==> src/rtl/snax_mac_periph_regfile_pkg.sv <==
// Shared definitions for the SNAX MAC peripheral register file: register offsets,
// job FSM states and the configuration record. Optional perf counter: SNAX_MAC_PERF_CNT_EN.
package snax_mac_regfile_pkg;

   localparam logic [4:0] REG_CTRL   = 5'h00;
   localparam logic [4:0] REG_STATUS = 5'h04;
   localparam logic [4:0] REG_SRC_A  = 5'h08;
   localparam logic [4:0] REG_SRC_B  = 5'h0C;
   localparam logic [4:0] REG_DST    = 5'h10;
   localparam logic [4:0] REG_LEN    = 5'h14;
   localparam logic [4:0] REG_MODE   = 5'h18;
   localparam logic [4:0] REG_PERF   = 5'h1C;

   typedef enum logic [1:0] {
      IDLE  = 2'd0,
      START = 2'd1,
      BUSY  = 2'd2
   } job_state_e;

   // len/mode are kept 32 bits wide here; the top masks them to their significant width.
   typedef struct packed {
      logic [31:0] src_a;
      logic [31:0] src_b;
      logic [31:0] dst;
      logic [31:0] len;
      logic [31:0] mode;
   } mac_cfg_t;

   function automatic logic [31:0] be_merge(input logic [31:0] old_val,
                                            input logic [31:0] wdata,
                                            input logic [3:0]  be);
      logic [31:0] res;
      for (int b = 0; b < 4; b++) begin
         res[b*8 +: 8] = be[b] ? wdata[b*8 +: 8] : old_val[b*8 +: 8];
      end
      return res;
   endfunction

endpackage

==> src/rtl/snax_mac_periph_regfile_if.sv <==
// HWPE periph bus (req/gnt with a single r_valid response per granted request).
interface snax_mac_periph_regfile_if #(
   parameter int unsigned IdWidth = 5
);
   logic               req;
   logic               gnt;
   logic [31:0]        add;
   logic               wen;
   logic [3:0]         be;
   logic [31:0]        data;
   logic [IdWidth-1:0] id;
   logic               r_valid;
   logic [31:0]        r_data;
   logic [IdWidth-1:0] r_id;

   modport master (
      output req, add, wen, be, data, id,
      input  gnt, r_valid, r_data, r_id
   );

   modport slave (
      input  req, add, wen, be, data, id,
      output gnt, r_valid, r_data, r_id
   );
endinterface

==> src/rtl/snax_mac_job_fsm.sv <==
// Job-control FSM: start pulse, busy tracking, sticky done/err flags and the
// optional cycle counter enabled by SNAX_MAC_PERF_CNT_EN.
module snax_mac_job_fsm
   import snax_mac_regfile_pkg::*;
(
   input  logic        clk_i,
   input  logic        rst_ni,
   input  logic        trigger_i,
   input  logic        len_zero_i,
   input  logic        err_set_i,
   input  logic        status_rd_i,
   input  logic        done_i,
   output logic        start_o,
   output logic        busy_o,
   output logic        done_flag_o,
   output logic        err_flag_o,
   output logic [31:0] perf_o
);

   job_state_e state_reg, state_next;
   logic       done_reg, done_next, done_set;
   logic       err_reg, err_next;

   always_ff @(posedge clk_i or negedge rst_ni) begin
      if (!rst_ni) begin
         state_reg <= IDLE;
         done_reg  <= 1'b0;
         err_reg   <= 1'b0;
      end else begin
         state_reg <= state_next;
         done_reg  <= done_next;
         err_reg   <= err_next;
      end
   end

   always_comb begin
      state_next = state_reg;
      done_set   = 1'b0;
      start_o    = 1'b0;
      busy_o     = 1'b0;
      case (state_reg)
         IDLE: begin
            if (trigger_i) begin
               if (len_zero_i) done_set   = 1'b1;
               else            state_next = START;
            end
         end
         START: begin
            start_o    = 1'b1;
            busy_o     = 1'b1;
            state_next = BUSY;
         end
         BUSY: begin
            busy_o = 1'b1;
            if (done_i) begin
               state_next = IDLE;
               done_set   = 1'b1;
            end
         end
         default: state_next = IDLE;
      endcase
      // A set in the same cycle as a STATUS read wins over the read-clear.
      done_next = done_set  | (done_reg & ~status_rd_i);
      err_next  = err_set_i | (err_reg  & ~status_rd_i);
   end

   assign done_flag_o = done_reg;
   assign err_flag_o  = err_reg;

`ifdef SNAX_MAC_PERF_CNT_EN
   logic [31:0] perf_reg;

   always_ff @(posedge clk_i or negedge rst_ni) begin
      if (!rst_ni) begin
         perf_reg <= '0;
      end else if (state_reg == IDLE && state_next == START) begin
         perf_reg <= '0;
      end else if (state_reg != IDLE && perf_reg != 32'hFFFF_FFFF) begin
         perf_reg <= perf_reg + 32'd1;
      end
   end

   assign perf_o = perf_reg;
`else
   assign perf_o = '0;
`endif

endmodule

==> src/rtl/snax_mac_periph_regfile.sv <==
// Periph-bus slave for the SNAX MAC: address decode, configuration storage and the
// one-cycle response pipeline. PERF counter is built only with SNAX_MAC_PERF_CNT_EN.
module snax_mac_periph_regfile
   import snax_mac_regfile_pkg::*;
#(
   parameter int unsigned IdWidth   = 5,
   parameter int unsigned LenWidth  = 16,
   parameter int unsigned ModeWidth = 2
) (
   input  logic                 clk_i,
   input  logic                 rst_ni,
   snax_mac_periph_regfile_if.slave periph,
   output logic                 start_o,
   output logic [31:0]          src_a_o,
   output logic [31:0]          src_b_o,
   output logic [31:0]          dst_o,
   output logic [LenWidth-1:0]  len_o,
   output logic [ModeWidth-1:0] mode_o,
   output logic                 busy_o,
   input  logic                 done_i
);

   localparam logic [31:0] LenMask  = (LenWidth  >= 32) ? 32'hFFFF_FFFF : ((32'd1 << LenWidth)  - 32'd1);
   localparam logic [31:0] ModeMask = (ModeWidth >= 32) ? 32'hFFFF_FFFF : ((32'd1 << ModeWidth) - 32'd1);

   mac_cfg_t           cfg_reg, cfg_next;
   logic               r_valid_reg;
   logic [31:0]        r_data_reg, r_data_next;
   logic [IdWidth-1:0] r_id_reg;

   logic        in_range, cfg_sel, trigger, err_set, status_rd;
   logic        busy, done_flag, err_flag;
   logic [31:0] perf;
   logic [4:0]  off;
   logic        unused_add;

   assign in_range   = (periph.add[31:5] == '0);
   assign off        = {periph.add[4:2], 2'b00};
   assign cfg_sel    = (off >= REG_SRC_A) && (off <= REG_MODE);
   assign unused_add = ^periph.add[1:0];

   always_comb begin
      cfg_next    = cfg_reg;
      trigger     = 1'b0;
      err_set     = 1'b0;
      status_rd   = 1'b0;
      r_data_next = '0;
      if (periph.req && !in_range) begin
         err_set = 1'b1;
      end else if (periph.req && !periph.wen) begin
         if (off == REG_CTRL && periph.data[0]) begin
            if (busy) err_set = 1'b1;
            else      trigger = 1'b1;
         end
         // Configuration is frozen while a job is in flight.
         if (cfg_sel) begin
            if (busy) begin
               err_set = 1'b1;
            end else begin
               case (off)
                  REG_SRC_A: cfg_next.src_a = be_merge(cfg_reg.src_a, periph.data, periph.be);
                  REG_SRC_B: cfg_next.src_b = be_merge(cfg_reg.src_b, periph.data, periph.be);
                  REG_DST:   cfg_next.dst   = be_merge(cfg_reg.dst,   periph.data, periph.be);
                  REG_LEN:   cfg_next.len   = be_merge(cfg_reg.len,   periph.data, periph.be) & LenMask;
                  REG_MODE:  cfg_next.mode  = be_merge(cfg_reg.mode,  periph.data, periph.be) & ModeMask;
                  default:   cfg_next       = cfg_reg;
               endcase
            end
         end
      end else if (periph.req) begin
         case (off)
            REG_STATUS: begin
               r_data_next = {29'd0, err_flag, done_flag, busy};
               status_rd   = 1'b1;
            end
            REG_SRC_A: r_data_next = cfg_reg.src_a;
            REG_SRC_B: r_data_next = cfg_reg.src_b;
            REG_DST:   r_data_next = cfg_reg.dst;
            REG_LEN:   r_data_next = cfg_reg.len;
            REG_MODE:  r_data_next = cfg_reg.mode;
            REG_PERF:  r_data_next = perf;
            default:   r_data_next = '0;
         endcase
      end
   end

   always_ff @(posedge clk_i or negedge rst_ni) begin
      if (!rst_ni) begin
         cfg_reg     <= '0;
         r_valid_reg <= 1'b0;
         r_data_reg  <= '0;
         r_id_reg    <= '0;
      end else begin
         cfg_reg     <= cfg_next;
         r_valid_reg <= periph.req;
         r_data_reg  <= r_data_next;
         r_id_reg    <= periph.id;
      end
   end

   snax_mac_job_fsm u_job_fsm (
      .clk_i       (clk_i),
      .rst_ni      (rst_ni),
      .trigger_i   (trigger),
      .len_zero_i  (cfg_reg.len == '0),
      .err_set_i   (err_set),
      .status_rd_i (status_rd),
      .done_i      (done_i),
      .start_o     (start_o),
      .busy_o      (busy),
      .done_flag_o (done_flag),
      .err_flag_o  (err_flag),
      .perf_o      (perf)
   );

   assign periph.gnt     = periph.req;
   assign periph.r_valid = r_valid_reg;
   assign periph.r_data  = r_data_reg;
   assign periph.r_id    = r_id_reg;

   assign busy_o  = busy;
   assign src_a_o = cfg_reg.src_a;
   assign src_b_o = cfg_reg.src_b;
   assign dst_o   = cfg_reg.dst;
   assign len_o   = cfg_reg.len[LenWidth-1:0];
   assign mode_o  = cfg_reg.mode[ModeWidth-1:0];

endmodule

==> src/flat_wrapper.sv <==
// flat-port wrapper written by rule: the top's interface ports become plain ports
module snax_mac_periph_regfile_flat import snax_mac_regfile_pkg::*;
#(
   parameter int unsigned IdWidth   = 5,
   parameter int unsigned LenWidth  = 16,
   parameter int unsigned ModeWidth = 2
)
  (clk_i, rst_ni, start_o, src_a_o, src_b_o, dst_o, len_o, mode_o, busy_o, done_i, periph_req, periph_add, periph_wen, periph_be, periph_data, periph_id, periph_gnt, periph_r_valid, periph_r_data, periph_r_id);
  snax_mac_periph_regfile_if #(.IdWidth(IdWidth)) periph_i ();
  input  logic clk_i;
  input  logic rst_ni;
  output logic start_o;
  output logic [31:0] src_a_o;
  output logic [31:0] src_b_o;
  output logic [31:0] dst_o;
  output logic [LenWidth-1:0] len_o;
  output logic [ModeWidth-1:0] mode_o;
  output logic busy_o;
  input  logic done_i;
  input wire logic [$bits(periph_i.req)-1:0] periph_req;
  input wire logic [$bits(periph_i.add)-1:0] periph_add;
  input wire logic [$bits(periph_i.wen)-1:0] periph_wen;
  input wire logic [$bits(periph_i.be)-1:0] periph_be;
  input wire logic [$bits(periph_i.data)-1:0] periph_data;
  input wire logic [$bits(periph_i.id)-1:0] periph_id;
  output wire logic [$bits(periph_i.gnt)-1:0] periph_gnt;
  output wire logic [$bits(periph_i.r_valid)-1:0] periph_r_valid;
  output wire logic [$bits(periph_i.r_data)-1:0] periph_r_data;
  output wire logic [$bits(periph_i.r_id)-1:0] periph_r_id;
  assign periph_i.req = periph_req;
  assign periph_i.add = periph_add;
  assign periph_i.wen = periph_wen;
  assign periph_i.be = periph_be;
  assign periph_i.data = periph_data;
  assign periph_i.id = periph_id;
  assign periph_gnt = periph_i.gnt;
  assign periph_r_valid = periph_i.r_valid;
  assign periph_r_data = periph_i.r_data;
  assign periph_r_id = periph_i.r_id;
  snax_mac_periph_regfile #(.IdWidth(IdWidth), .LenWidth(LenWidth), .ModeWidth(ModeWidth)) u_core (.clk_i(clk_i), .rst_ni(rst_ni), .periph(periph_i), .start_o(start_o), .src_a_o(src_a_o), .src_b_o(src_b_o), .dst_o(dst_o), .len_o(len_o), .mode_o(mode_o), .busy_o(busy_o), .done_i(done_i));
endmodule
==> config.mk <==
export PLATFORM = sky130hd
export DESIGN_NAME = snax_mac_periph_regfile_flat
export DESIGN_NICKNAME = d
export VERILOG_FILES = /design/src/rtl/snax_mac_periph_regfile_pkg.sv /design/src/rtl/snax_mac_periph_regfile_if.sv /design/src/rtl/snax_mac_job_fsm.sv /design/src/rtl/snax_mac_periph_regfile.sv /design/src/flat_wrapper.sv
export SDC_FILE = /design/constraint.sdc
export NUM_CORES = 1
export LEC_CHECK = 0
export ABC_AREA = 1
export CAP_MARGIN = 20
export CORE_MARGIN = 8
export CORE_UTILIZATION = 51
export DETAILED_ROUTE_END_ITERATION = 8
export PLACE_DENSITY_LB_ADDON = 0.1
export SLEW_MARGIN = 20
export SYNTH_ARGS = -nofsm -noshare
export SYNTH_HDL_FRONTEND = slang
export SYNTH_SLANG_ARGS = --single-unit
==> constraint.sdc <==
create_clock -name clk_i -period 5.2 [get_ports clk_i]
set_clock_uncertainty 0.1 [all_clocks]
set_input_delay 1.3 -clock clk_i [delete_from_list [all_inputs] [get_ports clk_i]]
set_output_delay 1.3 -clock clk_i [all_outputs]
set_load 0.005 [all_outputs]
==> flow_summary.yaml, run 1 <==
status:
  outcome: "completed"
cells_and_area:
  drive_above_1_share_pct: 6.71
  seq_area_mm2: 0.00390
  num-nets-final: 1171
  fillers: 1109
  n_antenna_cell: 0
  area_delta_synth_final_pct: 39.1
  multi_input_area_mm2: 0.00299
  final_area_mm2: 0.0105
  final_cells: 1287
setup_path:
  cpLargestDelayFamily: "buffers and inverters"
  criticalPathCategory: "in -> out"
  cp_num_buf_inv: 2
  critPathMaxStageDelay_ns: 0.60
  path_cells: "clkdlybuf4s50_1 > clkdlybuf4s50_1"
  arrival_ns: 2.45
  worst_setup_path_start_kind: "primary input"
  cpMostUsedCell: "clkdlybuf4s50_1"
  critPathLaunch: "periph_req"
  end_kind: "output port"
  required_ns: 3.80
  crit-reg2reg-launch: "u_core.u_job_fsm.state_reg[0]"
  crit_slowest_cell: "clkdlybuf4s50_1"
  worstPathMaxFanout: 5
die:
  die_y_um: 137
  dieArea_mm2: 0.0189
  io_pins: 233
  num_rows: 44
  coreArea_mm2: 0.0145
  start_util_pct: 52.0
  die_w_um: 137
clock_network:
  tritoncts: "built"
  cts_hold_buf: 0
  cts_root_buf: "clkbuf_16"
  clock_latency_ns: 0.42
  cts_buffer_depth: 2
  clk_pin_slew_worst_paths_ns: 0.06
  numCtsBuffers: 17
  cts_setup_buffers: 0
  clock-sinks: 156
  post_cts_resized: 0
  cts-htree-levels: 4
grt:
  grt_max_degree: 115
  gr-usage-all-layers_pct: 25.9
  overflow: 0
  grt_pass1_vias: 6922
  antenna_found_initial: 0
  grt_first_pass_wirelength_mm: 38.1
sta:
  slew_violations: 0
  worst_hold_slack_ns: 0.410
  period_minus_slack_ns: 3.85
  slew_headroom_pct: 34.1
  max_freq_mhz: 260
  rsz0062_at_grt: "false"
  finalHoldViolCount: 0
  period_share_pct: 74.0
  finalSetupViolations: 0
  tns_ns: 0
  worstMarginPinSlew_ns: 0.987
place:
  dpl.hpwl_mm: 16.1
  dpl_cell_area_mm2: 0.00989
  port-buffer-count: 230
  dp.cells: 1255
  place_congestion: 0.884
power_and_ir_drop:
  power.density_mw_per_mm2: 373
  power_switching_share_pct: 32.2
  internal-power_mw: 2.64
  peakVddDrop_mv: 0.255
  combPwrFrac_pct: 29.4
  power_leakage_nw: 4.99
  clkPwrFrac_pct: 31.0
  finalPower_mw: 3.90
  p_sw_mw: 1.26
  pwr-share-seq_pct: 39.6
yosys:
  yosys.area.top_type: "dfrtp_1"
  synth_seq_cells: 156
  synth_edf_count: 0
  synth.top_cell.area_share_pct: 51.9
  syn_area_per_cell_um2: 8.58
  async_flop_share_pct: 100
  ys_seq_area_share_pct: 51.9
  synth_common_cells: "nand2_1 (261), dfrtp_1 (156), inv_1 (96), nand4_1 (84), nor2_1 (73)"
  synth_nets: 958
  yosysMostFrequentCell: "nand2_1"
  yosysUniqueCellTypes: 36
  synth_ff_type: "dfrtp_1"
  synthCells: 877
  synthesis.area_mm2: 0.00752
  synth_area_leaders: "dfrtp_1 (52%), nand2_1 (13%), nand4_1 (7.0%)"
  yosys_warnings: 0
route:
  drt_iter0_markers: 717
  avgRoutedWirePerCell_um: 18.9
  viasPerCell: 5.55
  vias: 7149
  drtAntennaViolNets: 0
  drc: 0
  drt_pass1_iterations: 5
  drt_wl_total_mm: 24.3
worst_hold_path:
  min_from: "u_core.src_a_o[23]"
  min_path_type: "reg -> reg"
job:
  max_cap_violations: 0
## metal layers
layer / vias up / wire, um / global-route usage (%)
met5: - / 0 / 0
met1: 3432 / 10100 / 34.5
met3: 36 / 2650 / 7.84
met4: 0 / 453 / 9.41
met2: 358 / 11200 / 39.2
li1: 3323 / - / -
## placed cells by master, fill, tap and decap left out, types with 2 or more instances in the layout
master,n
nand2_1,261
clkdlybuf4s50_1,229
dfrtp_1,156
inv_1,96
nand4_1,84
nor2_1,73
nand3_1,46
a21oi_1,17
clkbuf_16,17
a22o_1,16
a221oi_1,13
o22ai_1,13
o21ai_0,9
inv_2,6
nand3_2,6
nand4_4,6
clkinv_2,6
nor2_4,5
nor3_1,5
buf_4,5
nor3_4,4
ha_1,3
clkinvlp_4,3
nand3_4,2
nand4_2,2
clkbuf_1,2
bufinv_16,2
buf_12,2
## cell families (layout without fill, tap and decap cells)
kind of cell,after synthesis,after routing,share of synthesized area (%)
and+or+nand+nor,500,500,32.7
DFF,156,156,51.9
buffers and inverters,147,373,8.42
AOI/OAI and AO/OA,71,71,6.49
adders and majority gates,3,3,0.499
## final timing paths
path / end / slack [ns] / cells past startpoint
max reg2reg: u_core.src_b_o[18] / 2.49 / 6
max in group asynchronous: u_core.len_o[4] / 3.33 / 2
min in group asynchronous: u_core.src_a_o[16] / 0.77 / 1
min reg2reg: u_core.src_a_o[23] / 0.41 / 2
min: u_core.src_a_o[23] / 0.41 / 2
max: periph_gnt / 1.35 / 2
## power by group through the flow
stage,sequential [mW],combinational (mW),clock [mW]
2_1_floorplan,1.55,0.561,0
3_3_place_gp,1.56,1.13,0
3_5_place_dp,1.56,1.15,0
4_1_cts,1.54,1.15,1.22
5_1_grt,1.57,1.26,1.27
6_report,1.55,1.15,1.21
## stage by stage
step,worst slack [ns],utilization [%]
6_report,1.35,72.3
3_3_place_gp,1.26,68.3
3_5_place_dp,1.29,68.3
4_1_cts,1.34,72.3
5_1_grt,1.33,72.3
2_1_floorplan,2.39,-
## area by class of cell
type | instances | area share [%]
clock buffers | 20 | 4.27
clock inverters | 12 | 1.16
inverters | 104 | 3.76
multi-input cells | 574 | 28.5
flip-flops and latches | 156 | 37.3
well taps | 184 | 2.20
repair buffers | 237 | 22.8
(Power assumes the default switching activity.)
==> run 2, diff against run 1 <==
--- a/config.mk
+++ b/config.mk
@@ -8,7 +8,7 @@
 export ABC_AREA = 1
 export CAP_MARGIN = 20
 export CORE_MARGIN = 8
-export CORE_UTILIZATION = 51
+export CORE_UTILIZATION = 47
 export DETAILED_ROUTE_END_ITERATION = 8
 export PLACE_DENSITY_LB_ADDON = 0.1
 export SLEW_MARGIN = 20
==> constraint.sdc (replaced) <==
create_clock -name clk_i -period 4 [get_ports clk_i]
set_clock_uncertainty 0.1 [all_clocks]
set_input_delay 1 -clock clk_i [delete_from_list [all_inputs] [get_ports clk_i]]
set_output_delay 1 -clock clk_i [all_outputs]
set_load 0.005 [all_outputs]
==> run 2 against run 1 <==
Against the previous run:
- power grew 32%
- combinational power increased by 31%
- non-clock buffer count is 8 higher
- largest cell class unchanged
- count of clock-buffer cells in the layout down 3
- sequential cell count unchanged
==> flow_summary.yaml, run 2 (synthesis gave the netlist of run 1 again) <==
clock_network:
  clock_latency_ns: 0.44
  cts_hold_buf: 0
  cts_buffer_depth: 2
  numCtsBuffers: 17
  cts_root_buf: "clkbuf_16"
  cts_setup_buffers: 0
  cts-htree-levels: 4
  clock-sinks: 156
  tritoncts: "built"
  clk_pin_slew_worst_paths_ns: 0.06
  post_cts_resized: 0
setup_path:
  criticalPathCategory: "in -> out"
  worstPathMaxFanout: 5
  required_ns: 2.90
  path_depth: 2
  worst_setup_path_start_kind: "primary input"
  end_kind: "output port"
  worstRegToRegCells: 6
  cp_num_buf_inv: 2
  path_cells: "clkdlybuf4s50_1 > clkdlybuf4s50_1"
  cpMostUsedCell: "clkdlybuf4s50_1"
  critPathMaxStageDelay_ns: 0.60
  arrival_ns: 2.16
  cpLargestDelayFamily: "buffers and inverters"
  crit_slowest_cell: "clkdlybuf4s50_1"
cells_and_area:
  drive_above_1_share_pct: 7.65
  final_cell_mix: "nand2_1 (261), clkdlybuf4s50_1 (229), dfrtp_1 (156), inv_1 (96), nand4_1 (84)"
  n_antenna_cell: 0
  final_common_cell: "nand2_1"
  area_delta_synth_final_pct: 40.8
  num-nets-final: 1179
die:
  num_rows: 46
  die_y_um: 143
  coreArea_mm2: 0.0158
  die_w_um: 143
  dieArea_mm2: 0.0203
  start_util_pct: 47.7
  io_pins: 233
sta:
  layout_setup_ws_ns: 0.741
  period_share_pct: 81.5
  tns_ns: 0
  finalSetupViolations: 0
  period_minus_slack_ns: 3.26
  slew_violations: 0
  finalHoldViolCount: 0
  worstMarginPinSlew_ns: 0.744
  max_freq_mhz: 307
  rsz0062_at_grt: "false"
  slew_headroom_pct: 50.4
route:
  viasPerCell: 5.36
  drc: 0
  drtAntennaViolNets: 0
  vias: 7107
  drt_wl_total_mm: 24.9
  drt_pass1_iterations: 6
  avgRoutedWirePerCell_um: 18.8
  drt_iter0_markers: 761
power_and_ir_drop:
  power.density_mw_per_mm2: 488
  finalPower_mw: 5.16
  peakVddDrop_mv: 0.295
  power_leakage_nw: 5.03
grt:
  grt_util_met2_pct: 39.3
  met3_usage_pct: 6.68
  overflow: 0
  grt_max_degree: 115
  gr-usage-all-layers_pct: 24.6
  antenna_found_initial: 0
  grt_use_met1_pct: 31.5
  grt_pass1_vias: 7050
  grt_first_pass_wirelength_mm: 39.1
  grt.busiest_layer: "met2"
place:
  place_congestion: 0.865
  port-buffer-count: 230
  preCtsSetupSlack_ns: 0.650
  dpl.hpwl_mm: 16.7
status:
  outcome: "completed"
worst_hold_path:
  holdPathStages: 2
  min_path_type: "reg -> reg"
job:
  max_cap_violations: 0
[run 2: changes by cell type in the layout (fill, tap and decap cells not counted), sizes merged]
cell	before	now
clkinv	7	4
clkinvlp	3	5
clkbuf	20	17
buf	8	16
inv	104	108
[run 2: final cells by class]
| cell class | count | area (um2) |
|---|---|---|
| Fill cell | 1333 | 5180 |
| Sequential cell | 156 | 3900 |
| Multi-Input combinational cell | 574 | 2990 |
| Timing Repair Buffer | 245 | 2440 |
| Clock buffer | 17 | 425 |
| Inverter | 104 | 393 |
| Tap cell | 216 | 270 |
| Clock inverter | 15 | 165 |
[run 2: worst paths after layout]
check,to,slack (ns),from
hold / removal,u_core.src_a_o[23],0.41,u_core.src_a_o[23]
setup / recovery,periph_gnt,0.74,periph_req
setup reg to reg,u_core.src_b_o[28],1.53,u_core.u_job_fsm.state_reg[1]
min in group asynchronous,u_core.periph.r_id[0],0.44,rst_ni
hold reg to reg,u_core.src_a_o[23],0.41,u_core.src_a_o[23]
max in group asynchronous,u_core.periph.r_data[17],2.42,rst_ni
[run 2: routing by layer]
metal | up-vias | part of all wire [%]
li1 | 3348 | -
met1 | 3405 | 42
met2 | 315 | 47
met3 | 39 | 9.1
met4 | 0 | 2.1
met5 | - | 0
[run 2: report_power, final]
group / switching (mW) / leakage [nW] / internal [mW] / total (mW)
clock network: 0.716 / 0.276 / 0.930 / 1.65
logic: 0.800 / 2.79 / 0.706 / 1.51
registers: 0.202 / 1.96 / 1.81 / 2.01
total: 1.72 / 5.03 / 3.45 / 5.16
[run 2: worst reg2reg max path, cell delays in order (launching register included)]
cell     delay, ns
dfrtp_1       0.38
inv_1         0.08
ha_1          0.37
inv_1         0.59
nand4_1       0.55
nand2_1       0.21
nand2_1       0.08
[run 2: through the flow]
step,cells,hold slack [ns],util (%),instance area [um2]
floorplan,877,0.365,-,7520
global placement,1295,0.388,63.4,10000
detailed placement,1295,0.394,63.4,10000
CTS,1327,0.412,67.1,10600
global route,1327,0.421,67.1,10600
finish,1327,0.413,67.1,10600
==> run 3, diff against run 2 <==
==> constraint.sdc (replaced) <==
create_clock -name clk_i -period 3.2 [get_ports clk_i]
set_clock_uncertainty 0.1 [all_clocks]
set_input_delay 0.8 -clock clk_i [delete_from_list [all_inputs] [get_ports clk_i]]
set_output_delay 0.8 -clock clk_i [all_outputs]
set_load 0.005 [all_outputs]
==> run 3 against run 2 <==
Against the previous run:
- non-clock buffer count grew 19
- die area is the same
- global-route usage grew 0.45 points
- power grew 23%
- routed wire length grew 0.70%
- cell count grew 1.4%
- critical path type unchanged
- largest cell class unchanged
==> flow_summary.yaml, run 3 (synthesis gave the netlist of run 1 again) <==
status:
  outcome: "completed"
grt:
  grt_max_degree: 70
  antenna_found_initial: 0
  grt_pass1_vias: 7164
  overflow: 0
  grt_first_pass_wirelength_mm: 39.7
  grt_use_met1_pct: 31.2
  grt_util_met2_pct: 40.7
  met3_usage_pct: 7.88
  grt.busiest_layer: "met2"
  gr-usage-all-layers_pct: 25.1
setup_path:
  cpMostUsedCell: "clkdlybuf4s50_1"
  end_kind: "output port"
  required_ns: 2.30
  path_cells: "clkdlybuf4s50_1 > clkdlybuf4s50_1"
  cp_num_buf_inv: 2
  critPathMaxStageDelay_ns: 0.61
  criticalPathCategory: "in -> out"
  arrival_ns: 1.97
  worstPathMaxFanout: 5
  worst_setup_path_start_kind: "primary input"
  cpLargestDelayFamily: "buffers and inverters"
  crit_slowest_cell: "clkdlybuf4s50_1"
power_and_ir_drop:
  power_leakage_nw: 5.13
  combPwrFrac_pct: 30.2
  clkPwrFrac_pct: 30.3
  internal-power_mw: 4.20
  power_switching_share_pct: 33.9
  power.density_mw_per_mm2: 593
  p_sw_mw: 2.16
  peakVddDrop_mv: 0.381
  pwr-share-seq_pct: 39.5
die:
  dieArea_mm2: 0.0203
  io_pins: 233
  die_w_um: 143
  start_util_pct: 47.7
  die_y_um: 143
  num_rows: 46
  coreArea_mm2: 0.0158
place:
  port-buffer-count: 230
  place_congestion: 0.851
  dpl.hpwl_mm: 17.5
  dp.cells: 1314
cells_and_area:
  n_antenna_cell: 0
  final_cells: 1346
  num-nets-final: 1198
  drive_above_1_share_pct: 9.12
  final_common_cell: "nand2_1"
  final_cell_mix: "nand2_1 (261), clkdlybuf4s50_1 (229), dfrtp_1 (156), inv_1 (96), nand4_1 (84)"
  area_delta_synth_final_pct: 42.5
route:
  drtAntennaViolNets: 0
  drt_iter0_markers: 542
  drt_wl_total_mm: 25.1
  drc: 0
  viasPerCell: 5.36
  avgRoutedWirePerCell_um: 18.6
  drt_pass1_iterations: 5
  vias: 7211
sta:
  tns_ns: 0
  slew_headroom_pct: 54.9
  period_share_pct: 89.7
  rsz0062_at_grt: "false"
  finalSetupViolations: 0
  worstMarginPinSlew_ns: 0.677
  slew_violations: 0
  max_freq_mhz: 348
  worst_hold_slack_ns: 0.267
  finalHoldViolCount: 0
  period_minus_slack_ns: 2.87
worst_hold_path:
  min_path_type: "in -> async"
job:
  max_cap_violations: 0
clock_network:
  tritoncts: "built"
  clock-sinks: 156
  cts-htree-levels: 4
  numCtsBuffers: 17
  clock_latency_ns: 0.43
  post_cts_resized: 0
  clk_pin_slew_worst_paths_ns: 0.06
  cts_hold_buf: 0
  cts_setup_buffers: 0
  cts_buffer_depth: 2
  cts_root_buf: "clkbuf_16"
[run 3: changes by cell type in the layout (fill, tap and decap cells not counted), sizes merged]
cell,before,now
clkinvlp,5,1
clkinv,4,6
clkbuf,17,18
buf,16,35
bufinv,2,0
inv,108,111
[run 3: final timing paths]
path | startpoint | to | slack, ns | cells after the start
worst max-delay path | periph_req | periph_gnt | 0.33 | 2
worst min-delay path | rst_ni | u_core.periph.r_id[0] | 0.27 | 1
worst max register to register | u_core.u_job_fsm.state_reg[1] | u_core.src_b_o[25] | 0.77 | 7
worst min register to register | u_core.u_job_fsm.done_flag_o | u_core.u_job_fsm.done_flag_o | 0.41 | 2
max in group asynchronous | rst_ni | u_core.periph.r_data[27] | 1.97 | 2
min in group clk_i | u_core.u_job_fsm.done_flag_o | u_core.u_job_fsm.done_flag_o | 0.41 | 2
[run 3: routing by layer]
| layer | part of all wire, % | vias up |
|---|---|---|
| li1 | - | 3390 |
| met1 | 40 | 3414 |
| met5 | 0 | - |
| met3 | 10 | 57 |
| met2 | 47 | 350 |
| met4 | 2.3 | 0 |
[run 3: power groups by stage]
stage / clock network [mW] / registers (mW) / logic, mW
3_5_place_dp: 0 / 2.54 / 1.92
4_1_cts: 1.95 / 2.51 / 1.94
2_1_floorplan: 0 / 2.52 / 0.911
6_report: 1.93 / 2.51 / 1.92
5_1_grt: 2.03 / 2.55 / 2.11
3_3_place_gp: 0 / 2.54 / 1.90
[run 3: metrics by stage]
stage / instance area (um2) / util [%] / power [mW] / setup WS (ns)
5_1_grt: 10700 / 68.0 / 6.69 / 0.293
3_5_place_dp: 10200 / 64.5 / 4.47 / 0.254
3_3_place_gp: 10200 / 64.5 / 4.44 / 0.283
4_1_cts: 10700 / 68.0 / 6.39 / 0.322
2_1_floorplan: 7520 / - / 3.43 / 1.13
6_report: 10700 / 68.0 / 6.36 / 0.329
[run 3: final cells by class]
type	instances	area, um2
Multi-Input combinational cell	574	2990
Inverter	104	393
Tap cell	216	270
Clock buffer	18	429
Clock inverter	14	124
Timing Repair Buffer	264	2610
Sequential cell	156	3900
Fill cell	1312	5050
